## src/rtl/tx_pkt_arbiter_pkg.sv

```systemverilog
// Shared types and constants for the TX packet arbiter.
// Build option: TX_ARB_PRIO_EN (channel 0 strict priority, see rr_select).
package tx_pkt_arbiter_pkg;

  localparam int TUSER_W = 4;

  typedef enum logic [1:0] {
    ARB  = 2'b01,
    XFER = 2'b10
  } arb_state_e;

  // Grant index width; never narrower than one bit.
  function automatic int idx_width(input int n);
    return (n > 1) ? $clog2(n) : 1;
  endfunction

endpackage

```

## src/rtl/tx_pkt_arbiter_rr_select.sv

```systemverilog
// Combinational round-robin picker: first requester after 'last', wrapping.
// Build option: TX_ARB_PRIO_EN gives channel 0 strict priority over the rotation.
module rr_select #(
  parameter int NUM_CH = 4,
  parameter int IDX_W  = 2
) (
  input  logic [NUM_CH-1:0] req,
  input  logic [IDX_W-1:0]  last,
  output logic [IDX_W-1:0]  gnt_idx,
  output logic              gnt_vld
);

  logic [NUM_CH-1:0] w_rr_req;

`ifdef TX_ARB_PRIO_EN
  // Channel 0 is handled outside the rotation, so the ring only sees 1..NUM_CH-1.
  assign w_rr_req = {req[NUM_CH-1:1], 1'b0};
`else
  assign w_rr_req = req;
`endif

  always_comb begin
    int k;
    k       = 0;
    gnt_idx = '0;
    gnt_vld = 1'b0;
    for (int i = 1; i <= NUM_CH; i++) begin
      k = (int'(last) + i) % NUM_CH;
      if (!gnt_vld && w_rr_req[k[IDX_W-1:0]]) begin
        gnt_idx = k[IDX_W-1:0];
        gnt_vld = 1'b1;
      end
    end
`ifdef TX_ARB_PRIO_EN
    if (req[0]) begin
      gnt_idx = '0;
      gnt_vld = 1'b1;
    end
`endif
  end

endmodule

```

## src/rtl/tx_pkt_arbiter.sv

```systemverilog
// Merges NUM_CH AXI-stream transport channels into one router stream, packet-atomic.
// Build option: TX_ARB_PRIO_EN (channel 0 wins every arbitration it requests).
//
//   state | meaning
//   ARB   | no owner; outputs quiet, pick next channel by round-robin
//   XFER  | granted channel owns the router until its tlast handshake
module tx_pkt_arbiter
  import tx_pkt_arbiter_pkg::*;
#(
  parameter int DATA_WIDTH = 16,
  parameter int NUM_CH     = 4,
  localparam int IDX_W     = idx_width(NUM_CH)
) (
  input  logic                           user_clk,
  input  logic                           reset_n,
  input  logic [NUM_CH*DATA_WIDTH*8-1:0] axi_str_tdata_from_trans,
  input  logic [NUM_CH*DATA_WIDTH-1:0]   axi_str_tkeep_from_trans,
  input  logic [NUM_CH*TUSER_W-1:0]      axi_str_tuser_from_trans,
  input  logic [NUM_CH-1:0]              axi_str_tvalid_from_trans,
  input  logic [NUM_CH-1:0]              axi_str_tlast_from_trans,
  output logic [NUM_CH-1:0]              axi_str_tready_to_trans,
  output logic [DATA_WIDTH*8-1:0]        axi_str_tdata_to_router,
  output logic [DATA_WIDTH-1:0]          axi_str_tkeep_to_router,
  output logic [TUSER_W-1:0]             axi_str_tuser_to_router,
  output logic                           axi_str_tvalid_to_router,
  output logic                           axi_str_tlast_to_router,
  input  logic                           axi_str_tready_from_router,
  output logic [IDX_W-1:0]               tx_grant_ch,
  output logic                           tx_busy
);

  arb_state_e r_state;
  arb_state_e w_state_nxt;
  logic [IDX_W-1:0] r_grant;
  logic [IDX_W-1:0] r_last_grant;
  logic [IDX_W-1:0] w_grant_nxt;
  logic [IDX_W-1:0] w_last_nxt;
  logic [IDX_W-1:0] w_rr_idx;
  logic             w_rr_vld;

  logic [DATA_WIDTH*8-1:0] w_ch_tdata [NUM_CH];
  logic [DATA_WIDTH-1:0]   w_ch_tkeep [NUM_CH];
  logic [TUSER_W-1:0]      w_ch_tuser [NUM_CH];

  logic [DATA_WIDTH*8-1:0] w_sel_tdata;
  logic [DATA_WIDTH-1:0]   w_sel_tkeep;
  logic [TUSER_W-1:0]      w_sel_tuser;
  logic                    w_sel_tvalid;
  logic                    w_sel_tlast;
  logic                    w_beat_done;

  for (genvar c = 0; c < NUM_CH; c++) begin : g_unpack
    assign w_ch_tdata[c] = axi_str_tdata_from_trans[c*DATA_WIDTH*8 +: DATA_WIDTH*8];
    assign w_ch_tkeep[c] = axi_str_tkeep_from_trans[c*DATA_WIDTH +: DATA_WIDTH];
    assign w_ch_tuser[c] = axi_str_tuser_from_trans[c*TUSER_W +: TUSER_W];
  end

  assign w_sel_tdata  = w_ch_tdata[r_grant];
  assign w_sel_tkeep  = w_ch_tkeep[r_grant];
  assign w_sel_tuser  = w_ch_tuser[r_grant];
  assign w_sel_tvalid = axi_str_tvalid_from_trans[r_grant];
  assign w_sel_tlast  = axi_str_tlast_from_trans[r_grant];
  assign w_beat_done  = w_sel_tvalid & axi_str_tready_from_router & w_sel_tlast;

  rr_select #(
    .NUM_CH (NUM_CH),
    .IDX_W  (IDX_W)
  ) u_rr_select (
    .req     (axi_str_tvalid_from_trans),
    .last    (r_last_grant),
    .gnt_idx (w_rr_idx),
    .gnt_vld (w_rr_vld)
  );

  // last_grant resets to the top channel so the first rotation starts at 0.
  always_ff @(posedge user_clk) begin
    if (!reset_n) begin
      r_state      <= ARB;
      r_grant      <= '0;
      r_last_grant <= IDX_W'(NUM_CH - 1);
    end else begin
      r_state      <= w_state_nxt;
      r_grant      <= w_grant_nxt;
      r_last_grant <= w_last_nxt;
    end
  end

  // Outputs are qualified by reset_n so nothing leaks while reset is held mid-packet.
  always_comb begin
    w_state_nxt              = r_state;
    w_grant_nxt              = r_grant;
    w_last_nxt               = r_last_grant;
    axi_str_tready_to_trans  = '0;
    axi_str_tdata_to_router  = '0;
    axi_str_tkeep_to_router  = '0;
    axi_str_tuser_to_router  = '0;
    axi_str_tvalid_to_router = 1'b0;
    axi_str_tlast_to_router  = 1'b0;
    tx_busy                  = 1'b0;
    tx_grant_ch              = '0;

    case (r_state)
      ARB: begin
        if (w_rr_vld) begin
          w_grant_nxt = w_rr_idx;
          w_state_nxt = XFER;
        end
      end
      XFER: begin
        if (reset_n) begin
          axi_str_tdata_to_router  = w_sel_tdata;
          axi_str_tkeep_to_router  = w_sel_tkeep;
          axi_str_tuser_to_router  = w_sel_tuser;
          axi_str_tvalid_to_router = w_sel_tvalid;
          axi_str_tlast_to_router  = w_sel_tlast;
          for (int c = 0; c < NUM_CH; c++) begin
            axi_str_tready_to_trans[c] = (IDX_W'(c) == r_grant) & axi_str_tready_from_router;
          end
          tx_busy = 1'b1;
        end
        if (w_beat_done) begin
          w_last_nxt  = r_grant;
          w_state_nxt = ARB;
        end
      end
      default: w_state_nxt = ARB;
    endcase

    if (reset_n) begin
      tx_grant_ch = r_grant;
    end
  end

endmodule

```

## config.mk

```make
export PLATFORM = sky130hd
export DESIGN_NAME = tx_pkt_arbiter
export DESIGN_NICKNAME = d
export VERILOG_FILES = /design/src/rtl/tx_pkt_arbiter_pkg.sv /design/src/rtl/tx_pkt_arbiter_rr_select.sv /design/src/rtl/tx_pkt_arbiter.sv
export SDC_FILE = /design/constraint.sdc
export NUM_CORES = 1
export LEC_CHECK = 0
export ABC_AREA = 1
export BUFFER_PORTS_ARGS = -buffer_cell sky130_fd_sc_hd__buf_2
export CORE_AREA = 2 2 298 300
export DETAILED_ROUTE_END_ITERATION = 7
export DIE_AREA = 0 0 300 302
export GPL_TIMING_DRIVEN = 0
export PLACE_DENSITY = 0.35
export RECOVER_POWER = 100
export SLEW_MARGIN = 25
export SYNTH_ARGS = -nofsm -noshare
export SYNTH_HDL_FRONTEND = slang
export SYNTH_SLANG_ARGS = --single-unit
```

## constraint.sdc

```tcl
create_clock -name user_clk -period 1.6 [get_ports user_clk]
set_input_delay 0.32 -clock user_clk [delete_from_list [all_inputs] [get_ports user_clk]]
set_output_delay 0.32 -clock user_clk [all_outputs]
set_load 0.1 [all_outputs]
```

==> flow_summary.yaml, run 1 <==
run_status:
  status: "finished with violations"
  violations: "negative setup slack"
global_route:
  grt_max_degree: 11
  overflow: 0
  track_usage: 0.1320
  grt_pass1_vias: 9646
  antenna_found_initial: 21
  grt_pass1_wl_mm: 82.10
finish:
  fillers: 9911
  fin_nets: 2058
  fin_util: 0.1737
  layout-drive-gt1-share: 0.8417
  area_growth_pct: 282.2
  final_area_sq_um: 15210
critical_path:
  crit_path_end_kind: "output port"
  reg2reg_depth: 15
  required_ps: 1280
  cp.arrival_ps: 2000
  cp-endpoint: "axi_str_tdata_to_router[14]"
  crit_start: "r_grant[0]"
  r2r-end: "r_state[0]"
  critPathLaunchType: "register"
  reg2reg_from: "r_grant[0]"
  path_max_fanout: 6
  rrSetupSlack_ps: -150
  crit_type: "register to output port"
pwr:
  clockPowerShare: 0.050
  p_comb_frac: 0.923
  p_int_mw: 3.515
  p_sw_mw: 4.548
  switching_share: 0.5641
  seqPwrFrac: 0.026
  p_leak_nw: 5.791
  vdd_drop_max_mv: 0.2807
  power.density_nw_per_um2: 530.2
timing:
  rsz0062_at_grt: "true"
  maxSlewViolCount: 0
  fin_worst_skew_ps: 2.974
  finalHoldViolCount: 0
  fmax_mhz: 430.2
  final-setup-viol-count: 157
  period_share: 1.453
  worst_pin_slew_ps: 438.5
  fin_crit_ps: 2325
  worst_slack_ps: -724.7
  relSlewSlack: 0.7076
die:
  start_util: 0.04544
  die_x_um: 300
  core_area_sq_um: 87560
  die-area_sq_um: 90600
  fp-row-count: 109
  die_h_um: 302
  ios: 760
clock_tree:
  clk_pin_slew_ps: 30
  tritoncts: "done"
  cts_inserted_buffers: 3
  root_buffer: "clkbuf_16"
  clock-sinks: 6
  clock_latency_ps: 230
  h-tree-depth: 1
  clockBufferDepth: 2
detailed_routing:
  viasPerCell: 3.583
  vias: 9420
  drc_errors: 0
  wire_per_inst_um: 25.17
  drtIter0Drc: 523
  wl_mm: 66.17
  antenna_left: 0
  first_pass_iters: 5
synthesis:
  synth.distinct_cells: 25
  synth.cell_area_sq_um: 3979
  yosysWarnings: 0
  synthCells: 638
  ys_seq_area_frac: 0.03019
  ys_ff_latch: 6
  avgSynthCellArea_sq_um: 6.236
  syn-num-nets: 1241
min_path:
  whs_path_depth: 2
  worstHoldPathType: "primary input to register"
placement:
  gp_congestion: 0.8418
  dp.final_hpwl_mm: 53.95
  io_buffers: 759
  post_dp_cell_area_sq_um: 10210
job:
  max_cap_viol_count: 0
## metrics by stage
stage | setup TNS, ps | std cells | hold slack, ps | total power [mW] | setup WS (ps)
after floorplan | -169350 | 638 | 404.7 | 3.368 | -1632
after global placement | -186510 | 2562 | 571.3 | 5.374 | -2093
after detailed placement | -188540 | 2562 | 570.0 | 5.364 | -2088
after CTS | -99960 | 2591 | 333.9 | 7.001 | -769.7
after global routing | -95330 | 2620 | 348.5 | 8.467 | -791.0
final | -85540 | 2629 | 347.2 | 8.064 | -724.7
## sequential cells by signal, indices dropped and copies added, names as in the netlist
register      cells
r_grant           2
r_last_grant      2
r_state           2
## critical path, cell delays in order, from the launching register on
cell and delay [ps]:
dfxtp_4 420, inv_6 60, nand2_4 80, inv_6 40, buf_12 130, buf_16 170
buf_16 180, a22oi_2 280, a21oi_2 140, buf_12 180
## cell usage after synthesis
cell       instances  area share
nor2_4             2      0.0057
nand3b_1           1      0.0019
nand2_2            3      0.0047
nand3_1            7      0.0088
a22oi_1          296        0.56
o2111ai_1          1      0.0022
dfxtp_1            6       0.030
inv_1             15       0.014
nor2_2             4      0.0063
buf_2             52       0.065
nor3_1             2      0.0025
buf_4              6       0.011
o21ai_0            1      0.0013
o21ai_2            2      0.0044
inv_2              5      0.0047
a21oi_1          149        0.19
o21a_1             1      0.0019
nand3_2            1      0.0025
clkbuf_1          23       0.022
nor2_1             6      0.0057
nand4_1            3      0.0047
buf_6              1      0.0028
o211ai_1           2      0.0038
inv_6              1      0.0022
nand2_1           48       0.045
## power by group through the flow
stage          clock (mW)  sequential, mW  combinational (mW)
2_1_floorplan           0           0.186                3.18
3_3_place_gp            0           0.189                5.18
3_5_place_dp            0           0.189                5.17
4_1_cts             0.413           0.193                6.39
5_1_grt             0.419           0.215                7.83
6_report            0.406           0.212                7.45
## timing repair
| action | CTS | global route |
|---|---|---|
| gates resized for setup | 632 | 451 |
| pin swaps | 53 | 94 |
| hold endpoints to repair | 0 | 0 |
| endpoints found under the setup margin | 159 | 163 |
| hold buffers | 0 | 0 |
| buffers inserted | 21 | 27 |
| gates cloned | 5 | 8 |
## layout make-up
| type | count | area, sq um | area share |
|---|---|---|---|
| inverters | 21 | 108.9 | 0.007158 |
| diodes | 11 | 27.53 | 0.001810 |
| repair buffers | 819 | 6827 | 0.4489 |
| well taps | 1165 | 1458 | 0.09585 |
| flip-flops and latches | 6 | 130.1 | 0.008556 |
| clock buffers | 3 | 75.07 | 0.004936 |
| plain buffers | 75 | 1140 | 0.07495 |
| multi-input cells | 529 | 5443 | 0.3579 |
## cells in the final DEF (no fill, tap or decap), drive strengths merged
master / n
buf: 874
a22oi: 296
a21oi: 149
nand2: 51
clkbuf: 22
inv: 20
nor2: 12
diode: 11
nand3: 8
dfxtp: 6
nand4: 3
o21ai: 3
nor3: 2
o211ai: 2
clkinv: 1
o2111ai: 1
nand3b: 1
o21a: 1
bufbuf: 1
## worst min path at each step
stage,from,end,slack (ps)
floorplan,reset_n,r_last_grant[1],400
global placement,reset_n,r_last_grant[1],570
detailed placement,reset_n,r_last_grant[1],570
CTS,reset_n,r_last_grant[1],330
global route,reset_n,r_last_grant[1],350
finish,reset_n,r_last_grant[1],350
## logic make-up (layout without fill, tap and decap cells)
| family | count (synthesis) | in the layout | share of synthesized area |
|---|---|---|---|
| AO/OA/AOI/OAI | 452 | 452 | 0.7594 |
| buffers and inverters | 103 | 918 | 0.1223 |
| flip-flops | 6 | 6 | 0.03019 |
| other | 0 | 11 | 0 |
| AND/OR/NAND/NOR | 77 | 77 | 0.08805 |
## layer usage
| metal | GRT usage | wire, um | vias to the layer above | share of wire |
|---|---|---|---|---|
| met5 | 0 | 69 | - | 0.0010 |
| met4 | 0.03048 | 1829 | 10 | 0.028 |
| met3 | 0.03340 | 5423 | 81 | 0.082 |
| met2 | 0.2290 | 31540 | 588 | 0.48 |
| met1 | 0.1630 | 27300 | 4486 | 0.41 |
| li1 | - | - | 4255 | - |
No activity file was read; power rests on OpenSTA's default activity.
==> inputs of run 2 (changes only) <==
REMOVE_ABC_BUFFERS = 1   (was not set)
==> flow_summary.yaml, run 2 (synthesis results as in run 1) <==
finish:
  fin_nets: 2081
  layout_commonest_cell: "buf_2"
  top_regs: "r_grant (2), r_last_grant (2), r_state (2)"
  layout-drive-gt1-share: 0.8340
  layout_common_cells: "buf_2, a22oi_1, a22oi_2"
  fillers: 9876
  area_growth_pct: 288.6
clock_tree:
  clock_latency_ps: 230
  tritoncts: "done"
  hold_buffers: 0
  h-tree-depth: 1
  clockBufferDepth: 2
  cts_inserted_buffers: 3
  root_buffer: "clkbuf_16"
  clock-sinks: 6
  clk_pin_slew_ps: 40
critical_path:
  cpPeakStageDelay_ps: 400
  crit_buf_inv: 4
  path_max_fanout: 13
  crit_path_top_delay_cell: "dfxtp_4"
  required_ps: 1280
  cp.depth: 7
  crit_type: "register to output port"
  critPathTopFamily: "buffers and inverters"
  cp.arrival_ps: 2040
  critPathLaunchType: "register"
  cp_common_cell: "buf_12"
  path_cells: "nor2_4 -> buf_12 -> buf_16 -> bufbuf_16 -> a22oi_1 -> a21oi_4 -> buf_12"
  reg2reg_depth: 11
  crit_path_end_kind: "output port"
pwr:
  p_leak_nw: 6.166
  switching_share: 0.5418
  p_int_mw: 3.988
  clockPowerShare: 0.047
  seqPwrFrac: 0.024
  p_sw_mw: 4.716
  power.density_nw_per_um2: 562.9
  p_comb_frac: 0.929
  vdd_drop_max_mv: 0.3257
  power_mw: 8.703
global_route:
  track_usage: 0.1296
  grt_pass1_wl_mm: 80.13
  antenna_found_initial: 33
  grt_pass1_vias: 9336
  overflow: 0
  grt_max_degree: 66
timing:
  final-setup-viol-count: 157
  fmax_mhz: 424.0
  fin_crit_ps: 2359
  fin_worst_skew_ps: 2.591
  setup_tns_ps: -95220
  maxSlewViolCount: 0
  worst_pin_slew_ps: 551.5
  period_share: 1.474
  relSlewSlack: 0.6339
  rsz0062_at_grt: "true"
  finalHoldViolCount: 0
  worst_slack_ps: -758.7
min_path:
  worstHoldPathType: "primary input to register"
  whs_path_depth: 2
run_status:
  violations: "negative setup slack"
  status: "finished with violations"
detailed_routing:
  wl_mm: 76.39
  vias: 10050
  wire_per_inst_um: 28.70
  antenna_left: 0
  drtIter0Drc: 705
  drc_errors: 0
  viasPerCell: 3.775
  first_pass_iters: 5
die:
  die-area_sq_um: 90600
  die_h_um: 302
  ios: 760
  start_util: 0.04544
  die_x_um: 300
  fp-row-count: 109
  core_area_sq_um: 87560
job:
  max_cap_viol_count: 0
placement:
  gp_congestion: 0.7703
  dp.final_hpwl_mm: 43.79
  io_buffers: 759
-- run 2: power groups by stage --
stage	logic, mW	registers, mW	clock network [mW]
floorplan	2.59	0.191	0
global route	8.36	0.214	0.428
detailed placement	4.46	0.198	0
global placement	4.11	0.195	0
finish	8.08	0.211	0.411
CTS	6.16	0.205	0.415
-- run 2: worst paths after layout --
path	from	end	slack [ps]
setup / recovery	r_grant[1]	axi_str_tdata_to_router[117]	-760
hold / removal	reset_n	r_last_grant[1]	330
setup reg to reg	r_grant[0]	r_last_grant[0]	-250
hold reg to reg	r_last_grant[1]	r_last_grant[1]	510
-- run 2: per-stage QoR --
stage	hold slack [ps]	cells	util	area, sq um	setup slack, ps
detailed placement	549.7	2495	0.1050	9198	-1690
finish	331.9	2662	0.1766	15460	-758.7
global route	340.8	2654	0.1764	15440	-794.5
floorplan	404.7	556	-	3576	-3846
global placement	553.1	2480	0.1009	8832	-6996
CTS	330.8	2558	0.1375	12040	-767.3
-- run 2: timing repair --
action / 4_1_cts / 5_1_grt
pin swaps: 58 / 97
setup buffers: 32 / 46
gates cloned: 28 / 41
endpoints found under the setup margin: 163 / 162
resized for setup: 488 / 512
-- run 2: metal layers --
layer,GRT usage,share of wire,routed length [um]
met5,0,0.0012,93
met4,0.05345,0.050,3807
met3,0.04992,0.11,8232
met2,0.2135,0.47,36190
met1,0.1501,0.37,28060
-- run 2: area by class of cell --
class / instances / area (sq um) / area share
tap: 1165 / 1458 / 0.09428
clock buffer: 3 / 75.07 / 0.004856
sequential: 6 / 133.9 / 0.008659
antenna: 21 / 52.55 / 0.003399
inverter: 21 / 170.2 / 0.01101
timing repair buffer: 905 / 8548 / 0.5529
timing repair inverter: 12 / 236.5 / 0.01529
multi-input combinational: 529 / 4787 / 0.3096
